File: config.mk
export PLATFORM = sky130hd
export DESIGN_NAME = jk_register_controller
export DESIGN_NICKNAME = d
export VERILOG_FILES = /design/src/rtl/jk_register_controller_pkg.sv /design/src/rtl/jk_register_controller_jkff.sv /design/src/rtl/jk_register_controller.sv
export SDC_FILE = /design/constraint.sdc
export NUM_CORES = 1
export LEC_CHECK = 0
export ABC_AREA = 1
export CORE_ASPECT_RATIO = 2
export CORE_MARGIN = 4
export CORE_UTILIZATION = 30
export DETAILED_ROUTE_END_ITERATION = 10
export GPL_TIMING_DRIVEN = 1
export PLACE_DENSITY_LB_ADDON = 0.05
export SLEW_MARGIN = 15
export SYNTH_ARGS = -nofsm -noshare
export SYNTH_HDL_FRONTEND = slang
export SYNTH_SLANG_ARGS = --single-unit
File: constraint.sdc
create_clock -name clk -period 1.6 [get_ports clk]
set_input_delay 0.32 -clock clk [delete_from_list [all_inputs] [get_ports clk]]
set_output_delay 0.32 -clock clk [all_outputs]
set_load 0.01 [all_outputs]
File: src/rtl/jk_register_controller_pkg.sv
// Shared definitions for the JK register controller.
// Holds the opcode constants, the FSM state encoding and the helper that
// flags illegal opcodes.
package jk_register_controller_pkg;

  localparam logic [2:0] OP_NOP    = 3'd0;
  localparam logic [2:0] OP_LOAD   = 3'd1;
  localparam logic [2:0] OP_SET    = 3'd2;
  localparam logic [2:0] OP_RESET  = 3'd3;
  localparam logic [2:0] OP_TOGGLE = 3'd4;
  localparam logic [2:0] OP_COUNT  = 3'd5;

  typedef enum logic [1:0] {
    IDLE  = 2'd0,
    APPLY = 2'd1,
    COUNT = 2'd2,
    DONE  = 2'd3
  } state_e;

  // Opcodes 6 and 7 are undefined; they act as NOP and raise err.
  function automatic logic op_illegal(input logic [2:0] op);
    return (op > OP_COUNT);
  endfunction

endpackage

File: src/rtl/jk_register_controller_jkff.sv
// Positive-edge JK flip-flop with asynchronous active-low clear.
// Ports: clk, clr_bar (async clear), j, k (drive), q, q_bar (state and complement).
module jk_flip_flop (
  input  logic clk,
  input  logic clr_bar,
  input  logic j,
  input  logic k,
  output logic q,
  output logic q_bar
);

  always_ff @(posedge clk or negedge clr_bar) begin
    if (!clr_bar) begin
      q <= 1'b0;
    end else begin
      case ({j, k})
        2'b01:   q <= 1'b0;
        2'b10:   q <= 1'b1;
        2'b11:   q <= ~q;
        default: q <= q;
      endcase
    end
  end

  assign q_bar = ~q;

endmodule

File: src/rtl/jk_register_controller.sv
// Command sequencer driving a WIDTH-bit bank of JK flip-flops.
// Ports:
//   clk, clr_bar          clock and async active-low reset (controller + bank)
//   cmd_valid, cmd_ready  command handshake; ready only while IDLE
//   cmd_op, cmd_data      opcode and data/mask/step count
//   q                     register contents
//   busy, done, err       status: not-IDLE, completion pulse, illegal-op flag
module jk_register_controller
  import jk_register_controller_pkg::*;
#(
  parameter int WIDTH = 8
) (
  input  logic             clk,
  input  logic             clr_bar,
  input  logic             cmd_valid,
  output logic             cmd_ready,
  input  logic [2:0]       cmd_op,
  input  logic [WIDTH-1:0] cmd_data,
  output logic [WIDTH-1:0] q,
  output logic             busy,
  output logic             done,
  output logic             err
);

  state_e           state;
  logic [2:0]       op_q;
  logic [WIDTH-1:0] data_q;
  logic [WIDTH-1:0] remaining;
  logic [WIDTH-1:0] j;
  logic [WIDTH-1:0] k;
  logic [WIDTH-1:0] q_bar;
  logic [WIDTH-1:0] toggle;
  logic             carry;

  // FSM with registered status outputs; each transition sets the outputs
  // that belong to the destination state.
  always_ff @(posedge clk or negedge clr_bar) begin
    if (!clr_bar) begin
      state     <= IDLE;
      op_q      <= '0;
      data_q    <= '0;
      remaining <= '0;
      cmd_ready <= 1'b1;
      busy      <= 1'b0;
      done      <= 1'b0;
      err       <= 1'b0;
    end else begin
      case (state)
        IDLE: begin
          if (cmd_valid) begin
            op_q      <= cmd_op;
            data_q    <= cmd_data;
            remaining <= cmd_data;
            cmd_ready <= 1'b0;
            busy      <= 1'b1;
            if (cmd_op != OP_COUNT) begin
              state <= APPLY;
            end else if (cmd_data != '0) begin
              state <= COUNT;
            end else begin
              state <= DONE;
              done  <= 1'b1;
            end
          end
        end
        APPLY: begin
          state <= DONE;
          done  <= 1'b1;
          err   <= op_illegal(op_q);
        end
        COUNT: begin
          remaining <= remaining - 1'b1;
          if (remaining == {{(WIDTH-1){1'b0}}, 1'b1}) begin
            state <= DONE;
            done  <= 1'b1;
          end
        end
        default: begin
          state     <= IDLE;
          cmd_ready <= 1'b1;
          busy      <= 1'b0;
          done      <= 1'b0;
          err       <= 1'b0;
        end
      endcase
    end
  end

  // Ripple-carry increment expressed as JK toggles: bit i toggles when
  // every lower bit is one.
  always_comb begin
    toggle = '0;
    carry  = 1'b1;
    for (int unsigned i = 0; i < WIDTH; i++) begin
      toggle[i] = carry;
      carry     = carry & q[i];
    end
  end

  always_comb begin
    j = '0;
    k = '0;
    case (state)
      APPLY: begin
        case (op_q)
          OP_LOAD: begin
            j = data_q;
            k = ~data_q;
          end
          OP_SET:    j = data_q;
          OP_RESET:  k = data_q;
          OP_TOGGLE: begin
            j = data_q;
            k = data_q;
          end
          default: ;
        endcase
      end
      COUNT: begin
        j = toggle;
        k = toggle;
      end
      default: ;
    endcase
  end

  for (genvar b = 0; b < WIDTH; b++) begin : g_bit
    jk_flip_flop u_ff (
      .clk     (clk),
      .clr_bar (clr_bar),
      .j       (j[b]),
      .k       (k[b]),
      .q       (q[b]),
      .q_bar   (q_bar[b])
    );
  end

endmodule
==> flow_summary.json, run 1 <==
{
  "status": "completed",
  "drive_above_1_share": 0.1680,
  "grt_pass1_wl_um": 10520,
  "cp_top_family": "buffers and inverters",
  "fin_area_um2": 2835,
  "cpMaxStageDelayCell": "clkdlybuf4s50_1",
  "power_w": 0.005965,
  "power.switching_w": 0.002742,
  "overflow": 0,
  "grtUsageTotal": 0.1634,
  "place_hpwl_um": 5006,
  "ys_ff_latch": 33,
  "pwr-share-comb": 0.569,
  "die_h_um": 129.8,
  "yosysSeqAreaShare": 0.3718,
  "syn_area_um2": 2225,
  "dp_cells": 451,
  "clockBufferDepth": 2,
  "cts-root-buf": "clkbuf_16",
  "crit_type": "reg -> out",
  "synth_enable_flop_cells": 0,
  "start_util": 0.3061,
  "fin_skew_ps": 3.565,
  "post-route-period-util": 0.9672,
  "path_clk_slew_ps": 60,
  "dp_slack_ps": -37.88,
  "finalHoldViolCount": 0,
  "antenna_found_initial": 0,
  "place_congestion": 0.9104,
  "intPower_w": 0.003223,
  "endpoint_kind": "output pin",
  "pin_count": 26,
  "p_per_area_nw_per_um2": 2104,
  "clock_latency_ps": 280,
  "finalCriticalPeriod_ps": 1548,
  "tritoncts": "built",
  "drc": 0,
  "reg2regPathDepth": 6,
  "antenna_cells": 0,
  "whs_ps": 407.1,
  "nNetsFinal": 389,
  "synthFlopType": "dfrtp_1",
  "clkPwrFrac": 0.158,
  "synth_top_area_cell": "dfrtp_1",
  "die_x_um": 68.89,
  "synthArstFlopShare": 1.000,
  "syn2layout_area_growth_pct": 27.45,
  "path_cells": "clkdlybuf4s50_1",
  "worst_slack_ps": 52.49,
  "rows": 44,
  "port_buffers": 25,
  "cts_made_buffers": 5,
  "synth.distinct_cells": 30,
  "crit_buf_inv": 1,
  "p_seq_frac": 0.274,
  "antenna_left": 0,
  "finalNonFillerCells": 461,
  "dr.first_iter.drc_count": 81,
  "netlist_top_cells_count": "nand2_1 (124), inv_1 (48), dfrtp_1 (32), o21ai_0 (21), nand3_1 (15)",
  "setup-violations-final": 0,
  "yosys_warnings": 0,
  "synth.avg_cell_area_um2": 6.845,
  "num_vias": 2090,
  "yosysMostFrequentCell": "nand2_1",
  "detailed_place.area_um2": 2675,
  "finalMaxSlewViolations": 0,
  "wl_per_cell_um": 13.57,
  "drv_cap": 0,
  "path_max_fanout": 4,
  "first_global_vias": 2200,
  "fmax_mhz": 646.2,
  "slew_headroom": 0.8310,
  "required_ps": 1280,
  "viasPerCell": 4.534,
  "worst_pin_slew_ps": 250.2,
  "clock_sinks": 33,
  "hold_buffers": 0,
  "grt_max_degree": 34,
  "h-tree-depth": 2,
  "synth_top_area_share": 0.3600,
  "syn_inst": 325,
  "min_path_type": "in -> async",
  "synthesis.nets": 346,
  "fillers": 810,
  "coreArea_um2": 7267,
  "wl_um": 6257,
  "swShare": 0.4597,
  "dr.pass1.iters": 4,
  "p_leak_nw": 1.486,
  "crit_arrival_ps": 1230,
  "max_stage_delay_ps": 550,
  "cp_num_cells": 1,
  "ir_worst_vdd_mv": 0.8203,
  "die_area_um2": 8941,
  "cp-start-kind": "flop",
  "rsz0062_at_grt": "no",
  "yosys-top-cells-area": "dfrtp_1 (36%), nand2_1 (21%), inv_1 (8.1%), o21ai_0 (4.7%), ha_1 (3.9%)"
}
registers in the layout, indices dropped and copies added, names as in the netlist:
signal	count
cmd_ready	1
data_q	8
err	1
op_q	3
remaining	8
g_bit.u_ff.q	8
done	1
state	2
busy	1
cell usage in the layout, fill, tap and decap left out, types with 2 or more instances in the layout:
cell,instances
nand3_1,15
nand2_2,3
inv_2,7
ha_1,5
dfrtp_2,2
inv_1,47
nand4_1,2
clkbuf_1,3
o21ai_0,21
o22ai_1,3
nor2_1,10
buf_4,25
o21ai_1,7
ha_2,2
nand3_2,5
clkdlybuf4s50_1,23
nand2_1,124
a21oi_2,2
dfrtp_1,30
nor2_2,4
clkbuf_16,5
a21oi_1,11
per-layer routing:
| metal | global-route usage | wire (um) | vias to the layer above | part of all wire |
|---|---|---|---|---|
| li1 | - | - | 1083 | - |
| met1 | 0.1538 | 2152 | 959 | 0.34 |
| met2 | 0.3136 | 3733 | 36 | 0.60 |
| met3 | 0.02842 | 169 | 12 | 0.027 |
| met4 | 0.08736 | 201 | 0 | 0.032 |
| met5 | 0 | 0 | - | 0 |
power groups by stage:
stage	sequential, W	clock [W]	combinational (W)
CTS	0.00163	0.000993	0.00343
global route	0.00169	0.00102	0.00390
detailed placement	0.00166	0	0.00336
finish	0.00163	0.000940	0.00339
floorplan	0.00160	0	0.00226
global placement	0.00166	0	0.00336
cell families (layout without fill, tap and decap cells):
kind of cell / after synthesis / after routing / synth area share
buffers and inverters: 70 / 114 / 0.1423
DFF: 33 / 33 / 0.3718
adders and majority gates: 7 / 7 / 0.03937
AOI/OAI and AO/OA: 49 / 49 / 0.1266
and+or+nand+nor: 166 / 166 / 0.3200
final timing paths:
path | startpoint | end | slack (ps)
setup / recovery | g_bit[3].u_ff.q | q[3] | 50
hold / removal | clr_bar | g_bit[7].u_ff.q | 410
setup reg to reg | state[0] | remaining[4] | 120
hold reg to reg | busy | busy | 490
max in group asynchronous | clr_bar | cmd_ready | 920
min in group clk | busy | busy | 490
per-stage QoR:
stage	setup TNS, ps	util
floorplan	0	-
global placement	0	0.3681
detailed placement	-37.88	0.3681
CTS	0	0.3889
global route	0	0.3902
finish	0	0.3902
repair_timing:
action / CTS / global route
buffers inserted: 2 / 0
gates resized for setup: 2 / 5
setup endpoints to repair: 4 / 20
area by class of cell:
cell class	instances	area, um^2	share of cell area
Tap cell	92	115.1	0.04060
Multi-Input combinational cell	222	1086	0.3831
Sequential cell	33	829.5	0.2926
Clock buffer	8	136.4	0.04810
Inverter	55	209.0	0.07370
Timing Repair Buffer	51	459.2	0.1620
(Power assumes the default switching activity.)
==> run 2, diff against run 1 <==
- CTS_CLUSTER_DIAMETER: not set -> 50
==> results of run 2 <==
Same layout as run 1: the final DEF is identical, and so are final timing and power.
